--- config.mk ---
export PLATFORM = sky130hd
export DESIGN_NAME = msx_slot_mapper
export DESIGN_NICKNAME = d
export VERILOG_FILES = /design/src/rtl/msx_slot_mapper.sv
export SDC_FILE = /design/constraint.sdc
export NUM_CORES = 1
export LEC_CHECK = 0
export BUFFER_PORTS_ARGS = -buffer_cell sky130_fd_sc_hd__buf_4
export CORE_ASPECT_RATIO = 1.4
export CORE_MARGIN = 4
export CORE_UTILIZATION = 53
export DETAILED_ROUTE_END_ITERATION = 10
export MAX_ROUTING_LAYER = met4
export PLACE_DENSITY = 0.95
export SLEW_MARGIN = 20
export SYNTH_ARGS = -nofsm -noshare
export SYNTH_HDL_FRONTEND = slang
export SYNTH_SLANG_ARGS = --single-unit
--- constraint.sdc ---
create_clock -name clk_i -period 3.5 [get_ports clk_i]
set_clock_uncertainty 0.15 [all_clocks]
set_input_delay 0.35 -clock clk_i [delete_from_list [all_inputs] [get_ports clk_i]]
set_output_delay 0.35 -clock clk_i [all_outputs]
set_load 0.01 [all_outputs]
--- src/rtl/msx_slot_mapper.sv ---
// MSX primary/secondary slot decoder with a four-page RAM memory mapper.
// Selects and read data are combinational; subslot and segment registers update on a single write pulse.
module msx_slot_mapper #(
   parameter logic [3:0] EXPANDED    = 4'b1000,
   parameter int         SEG_BITS    = 6,
   parameter int         RAM_SLOT    = 3,
   parameter int         RAM_SUBSLOT = 0
) (
   input  logic                  clk_i,
   input  logic                  reset_i,
   input  logic [15:0]           addr_i,
   input  logic [7:0]            din_i,
   input  logic                  mreq_n_i,
   input  logic                  iorq_n_i,
   input  logic                  m1_n_i,
   input  logic                  rd_n_i,
   input  logic                  wr_n_i,
   input  logic                  rfrsh_n_i,
   input  logic [7:0]            ppi_a_i,
   output logic [3:0]            sltsl_n_o,
   output logic [15:0]           subsl_n_o,
   output logic                  ram_cs_n_o,
   output logic [SEG_BITS+13:0]  ram_a_o,
   output logic [7:0]            dout_o,
   output logic                  dout_oe_o
);

   localparam logic [1:0] RAM_SLOT_C    = 2'(RAM_SLOT);
   localparam logic [1:0] RAM_SUBSLOT_C = 2'(RAM_SUBSLOT);
   localparam logic       RAM_SLOT_EXP  = EXPANDED[RAM_SLOT];
   localparam logic [3:0][SEG_BITS-1:0] SEG_RST =
      {SEG_BITS'(0), SEG_BITS'(1), SEG_BITS'(2), SEG_BITS'(3)};

   logic [1:0]                 pg;
   logic [1:0]                 ps;
   logic [1:0]                 ss;
   logic                       ps_exp;
   logic                       mem;
   logic                       io;
   logic                       ffff_hit;
   logic                       wr_fire;
   logic [7:0]                 ssr_ps;
   logic [3:0][7:0]            ssr;
   logic [3:0][SEG_BITS-1:0]   seg_q;
   logic [3:0][SEG_BITS-1:0]   seg_d;
   logic                       wr_q;
   logic                       rst_q;

   assign pg       = addr_i[15:14];
   assign ps       = ppi_a_i[{pg, 1'b0} +: 2];
   assign ps_exp   = EXPANDED[ps];
   assign ssr_ps   = ssr[ps];
   assign ss       = ps_exp ? ssr_ps[{pg, 1'b0} +: 2] : 2'b00;
   assign mem      = ~mreq_n_i & rfrsh_n_i;
   assign io       = ~iorq_n_i & m1_n_i & (addr_i[7:2] == 6'b111111);
   assign ffff_hit = (addr_i == 16'hFFFF) & ps_exp;
   // rst_q blocks the cycle right after reset so a strobe held across reset never fires
   assign wr_fire  = ~wr_n_i & wr_q & ~rst_q;

   for (genvar n = 0; n < 4; n++) begin : g_ssr
      if (EXPANDED[n]) begin : g_exp
         logic [7:0] ssr_q;
         always_ff @(posedge clk_i) begin
            if (reset_i) begin
               ssr_q <= 8'h00;
            end else if (wr_fire && mem && ffff_hit && (ps == 2'(n))) begin
               ssr_q <= din_i;
            end
         end
         assign ssr[n] = ssr_q;
      end else begin : g_flat
         assign ssr[n] = 8'h00;
      end
   end

   always_comb begin
      seg_d = seg_q;
      if (wr_fire && io) begin
         seg_d[addr_i[1:0]] = din_i[SEG_BITS-1:0];
      end
   end

   always_ff @(posedge clk_i) begin
      if (reset_i) begin
         seg_q <= SEG_RST;
         wr_q  <= 1'b1;
         rst_q <= 1'b1;
      end else begin
         seg_q <= seg_d;
         wr_q  <= wr_n_i;
         rst_q <= 1'b0;
      end
   end

   always_comb begin
      sltsl_n_o = 4'hF;
      subsl_n_o = 16'hFFFF;
      if (mem && !ffff_hit) begin
         sltsl_n_o[ps]       = 1'b0;
         subsl_n_o[{ps, ss}] = 1'b0;
      end
      ram_cs_n_o = ~(mem && (ps == RAM_SLOT_C) && ((ss == RAM_SUBSLOT_C) || !RAM_SLOT_EXP)
                     && !ffff_hit);
      ram_a_o    = {seg_q[pg], addr_i[13:0]};
      dout_o     = 8'hFF;
      dout_oe_o  = 1'b0;
      if (mem && ffff_hit && !rd_n_i) begin
         dout_o    = ~ssr_ps;
         dout_oe_o = 1'b1;
      end else if (io && !rd_n_i) begin
         dout_o[SEG_BITS-1:0] = seg_q[addr_i[1:0]];
         dout_oe_o            = 1'b1;
      end
   end

endmodule
==> results of run 1 <==
==> power by group <==
| part | internal [mW] | switching (mW) |
|---|---|---|
| clock network | 0.304 | 0.147 |
| registers | 0.388 | 0.000489 |
| logic | 0.0681 | 0.0706 |
| total | 0.760 | 0.218 |
==> stage by stage <==
stage | std cells | area [um2] | hold slack, ns | setup WS (ns)
after floorplan | 254 | 2402 | 0.2277 | 1.404
after global placement | 352 | 2785 | 0.3040 | 0.9130
after detailed placement | 352 | 2785 | 0.3290 | 0.8769
after CTS | 360 | 2928 | 0.1382 | 0.8525
after global routing | 360 | 2928 | 0.1316 | 0.7357
final | 360 | 2928 | 0.1371 | 0.8619
==> kinds of logic after synthesis <==
family | count (synthesis)
other | 1
multiplexers | 52
flip-flops | 34
buffers and inverters | 46
AO/OA/AOI/OAI | 16
AND/OR/NAND/NOR | 97
==> Yosys cell counts, drive strengths merged (3+ instances only) <==
cell	n	area (um2)
a211o	4	35.03
and3	6	37.54
and3b	3	27.53
buf	34	262.7
clkbuf	8	30.03
dfxtp	34	680.7
inv	4	15.01
mux2i	39	390.4
mux4	13	296.5
nand2	8	30.03
nand2b	19	118.9
nand4	8	75.07
nor2	32	120.1
nor3b	5	42.54
o21ai	5	25.02
==> worst max path at each step <==
stage	start	to	slack (ns)	cells past startpoint
6_report	addr_i[14]	dout_oe_o	0.86	5
5_1_grt	addr_i[14]	dout_o[2]	0.74	6
4_1_cts	addr_i[14]	dout_o[4]	0.85	6
3_5_place_dp	addr_i[14]	dout_oe_o	0.88	5
3_3_place_gp	addr_i[14]	dout_oe_o	0.91	5
2_1_floorplan	addr_i[15]	dout_o[0]	1.40	6
==> layer usage <==
layer	GRT usage	wire length (um)
met5	-	0
met4	0.1365	250
met3	0.04005	345
met2	0.4286	3360
met1	0.2410	2224
==> layout by cell type (no fill, tap or decap), types with 3 or more instances in the layout <==
cell,count
buf_4,80
mux2i_1,39
dfxtp_1,34
nor2_1,32
nand2b_1,19
mux4_2,12
conb_1,9
nand2_1,8
and3_1,6
clkbuf_8,6
o21ai_0,5
nor3b_1,4
nand4_1,4
nand4_2,4
a211o_1,4
inv_1,3
==> cell type report <==
| cell class | count | area [um2] |
|---|---|---|
| clock buffers | 6 | 82.58 |
| clock inverters | 2 | 60.06 |
| fillers | 331 | 1346 |
| inverters | 4 | 15.01 |
| multi-input cells | 174 | 1414 |
| flip-flops and latches | 34 | 680.7 |
| well taps | 60 | 75.07 |
| repair buffers | 80 | 600.6 |
==> sequential cells by signal, indices dropped and copies added, names as in the netlist <==
name / flops
g_ssr.g_exp.ssr_q: 8
wr_q: 1
rst_q: 1
seg_q: 24
==> impl_metrics.tcl, run 1 <==
set metrics [dict create \
    worstHoldEndpoint "wr_q" \
    cts.clk_slew.worst_paths_ns 0.07 \
    cp.arrival_ns 2.14 \
    wl_mm 6.179 \
    slew_violations 0 \
    ys_seq_elements 34 \
    netlist_area_um2 2372 \
    rrSetupSlack_ns 1.71 \
    synthesis.instances 246 \
    rows 28 \
    drv_cap 0 \
    path_max_fanout 20 \
    yosys-mux-area-fraction 0.2896 \
    routed-via-count 2014 \
    rr_startpoint "wr_q" \
    cts_tree "done" \
    grt_max_degree 43 \
    crit_required_ns 3.00 \
    critPathLaunchType "primary input" \
    cpMaxStageDelayCell "mux4_2" \
    p_leak_nw 1.331 \
    vias_per_cell 5.594 \
    drt_iter0_drc 120 \
    synth_xor_xnor_area_share 0 \
    p_total_mw 0.9778 \
    crit_family "multiplexers" \
    min_period_ns 2.638 \
    synth_fa_ha_area_frac 0 \
    dr.pass1.iters 4 \
    synth_top_family_by_area "multiplexers" \
    drive_gt1_frac 0.3700 \
    crit_type "in -> out" \
    die_w_um 64.55 \
    ff2ff_path_depth 3 \
    final-setup-viol-count 0 \
    hold_buffers 0 \
    syn_avg_cell_area_um2 9.643 \
    htreeDepth 2 \
    grt-ovfl-total 0 \
    dieArea_um2 5626 \
    grt_pass1_vias 2083 \
    hold_start "wr_n_i" \
    syn_to_final_growth_pct 23.42 \
    drc 0 \
    cts_sinks 34 \
    ys.flop_type "dfxtp_1" \
    wire_per_inst_um 17.16 \
    hold_violations 0 \
    status "finished, final reports clean" \
    post-cts-setup-buffer-count 0 \
    n_antenna_cell 0 \
    ys_types 39 \
    grtUsageTotal 0.2381 \
    clock_tree.root_cell "clkbuf_8" \
    r2r-end "g_ssr[3].g_exp.ssr_q[1]" \
    slew_headroom 0.6015 \
    fp.coreArea_um2 4274 \
    synth_edf_count 0 \
    insertion_delay_ns 0.29 \
    rsz0062_at_grt "false" \
    fin_nets 339 \
    ys_warn_count 0 \
    async_reset_ff_frac 0 \
    fin_setup_tns_ns 0 \
    grt_pass1_wl_mm 10.09 \
    cts_inserted_buffers 5 \
    initial_core_util 0.5550 \
    cts_buffer_depth 2 \
    hold_path.class "in -> reg" \
    tightest_slew_ns 0.5811 \
    crit_buf_inv 2 \
    gp_congestion 0.8847 \
    die_h_um 87.16 \
    cts-resized-gates 0 \
    synth_compound_area_frac 0.04852 \
    portBuffers 80 \
    power_density_nw_per_um2 334.0 \
    antenna_found_initial 0 \
    yosys.area_share.simple 0.2437 \
    cp_slowest_stage_delay_ns 0.68 \
    end_kind "primary output" \
    hold_depth 2 \
    hpwl_mm 4.587 \
    synth-seq-area-share 0.2869 \
    max_freq_mhz 379.1 \
    vdd_drop_max_uv 344.0 \
    io_pins 90 \
    crit_chain "buf_4 > mux4_2 > and4b_1 > or2_1 > buf_4" \
    fin_util 0.6850 \
    post-route-period-util 0.7538 \
    cp_common_cell "buf_4" \
    postRouteAntennaNets 0 \
]
Power figures use the tool's default switching activity.
==> run 2: changes to the inputs <==
--- a/config.mk
+++ b/config.mk
@@ -8,10 +8,10 @@
 export BUFFER_PORTS_ARGS = -buffer_cell sky130_fd_sc_hd__buf_4
 export CORE_ASPECT_RATIO = 1.4
 export CORE_MARGIN = 4
-export CORE_UTILIZATION = 53
+export CORE_UTILIZATION = 50
 export DETAILED_ROUTE_END_ITERATION = 10
 export MAX_ROUTING_LAYER = met4
-export PLACE_DENSITY = 0.95
+export PLACE_DENSITY = 0.91
 export SLEW_MARGIN = 20
 export SYNTH_ARGS = -nofsm -noshare
 export SYNTH_HDL_FRONTEND = slang
==> constraint.sdc (replaced) <==
create_clock -name clk_i -period 2.47 [get_ports clk_i]
set_clock_uncertainty 0.15 [all_clocks]
set_input_delay 0.247 -clock clk_i [delete_from_list [all_inputs] [get_ports clk_i]]
set_output_delay 0.247 -clock clk_i [all_outputs]
set_load 0.01 [all_outputs]
==> impl_metrics.tcl, run 2 (same netlist as run 1, synthesis figures left out) <==
set metrics [dict create \
    insertion_delay_ns 0.28 \
    dp.cells 358 \
    top_regs "seg_q x24, g_ssr.g_exp.ssr_q x8" \
    hold_buffers 0 \
    drv_cap 0 \
    grt-ovfl-total 0 \
    fin_nets 343 \
    gp_congestion 0.7637 \
    crit_required_ns 2.07 \
    p_total_mw 1.258 \
    fin_setup_tns_ns 0 \
    wl_mm 5.907 \
    grtUsageTotal 0.2121 \
    postRouteAntennaNets 0 \
    fin_cells 366 \
    cts_sinks 34 \
    cts_inserted_buffers 5 \
    rows 29 \
    wire_per_inst_um 16.14 \
    top_register "seg_q" \
    portBuffers 80 \
    mostFrequentLayoutCells "buf_4 (84), mux2i_1 (39), dfxtp_1 (34)" \
    routed-via-count 1965 \
    vdd_drop_max_uv 403.8 \
    final_common_cell "buf_4" \
    max_freq_mhz 442.6 \
    crit_type "in -> out" \
    post-cts-setup-buffer-count 0 \
    post-route-period-util 0.9147 \
    dieArea_um2 5926 \
    die_w_um 66.22 \
    cts-resized-gates 0 \
    die_h_um 89.50 \
    status "finished, final reports clean" \
    initial_core_util 0.5189 \
    grt_pass1_wl_mm 9.335 \
    rsz0062_at_grt "false" \
    dr.pass1.iters 4 \
    end_kind "primary output" \
    hpwl_mm 4.553 \
    cts_buffer_depth 2 \
    power_density_nw_per_um2 429.1 \
    drc 0 \
    grt_max_degree 43 \
    drive_gt1_frac 0.3783 \
    p_leak_nw 1.330 \
    rrSetupSlack_ns 0.70 \
    syn_to_final_growth_pct 23.58 \
    final-setup-viol-count 0 \
    grt_pass1_vias 1973 \
    cts_tree "done" \
    fillCellCount 395 \
    fp.coreArea_um2 4572 \
    path_max_fanout 9 \
    cp.arrival_ns 1.86 \
    n_antenna_cell 0 \
    antenna_found_initial 0 \
    critPathLaunchType "primary input" \
    htreeDepth 2 \
    hold_violations 0 \
    slew_violations 0 \
    min_period_ns 2.259 \
    cts.clk_slew.worst_paths_ns 0.07 \
    io_pins 90 \
    fin_hold_ws_ns 0.02266 \
    largest_reg_flops 24 \
    drt_iter0_drc 105 \
    clock_tree.root_cell "clkbuf_8" \
    vias_per_cell 5.369 \
    hold_path.class "in -> reg" \
]
## run 2: changes by cell type in the layout (fill, tap and decap cells not counted), sizes merged
cell	previous run	this run
clkbuf	6	5
bufinv	2	1
buf	80	84
clkinvlp	0	2
## run 2: stage by stage
step	util	worst slack (ns)	cell area, um2
final	0.6412	0.2108	2932
after global routing	0.6412	0.1097	2932
after CTS	0.6412	0.2053	2932
after detailed placement	0.6163	0.2113	2818
after global placement	0.6163	0.2560	2818
after floorplan	-	0.5796	2402
## run 2: layout make-up
| type | count | area, um2 | share of cell area |
|---|---|---|---|
| Multi-Input combinational cell | 174 | 1414 | 0.4823 |
| Sequential cell | 34 | 680.7 | 0.2322 |
| Timing Repair Buffer | 84 | 630.6 | 0.2151 |
| Tap cell | 62 | 77.57 | 0.02646 |
| Clock buffer | 5 | 68.82 | 0.02347 |
| Clock inverter | 3 | 45.04 | 0.01536 |
| Inverter | 4 | 15.01 | 0.005122 |
## run 2: report_power, final
part,internal (mW),leakage (nW),switching (mW)
Clock,0.300,0.0504,0.205
Sequential,0.550,0.275,0.000653
Combinational,0.102,1.00,0.100
## run 2: final timing paths
check	end	cells past startpoint	startpoint
worst min register to register	seg_q[12]	1	seg_q[12]
worst min-delay path	wr_q	2	wr_n_i
worst max register to register	g_ssr[3].g_exp.ssr_q[3]	3	wr_q
worst max-delay path	dout_o[3]	6	addr_i[15]
## run 2: routing by layer
metal	vias up	track usage	part of all wire
met3	11	0.04277	0.052
li1	956	-	-
met4	0	0.07763	0.016
met5	-	-	0
met2	63	0.3902	0.57
met1	935	0.2200	0.36
## run 2: critical path, stage by stage
cell and delay, ns:
buf_4 0.14, or3b_1 0.36, o22ai_2 0.17, and4b_1 0.51, mux2i_1 0.27, buf_4 0.16
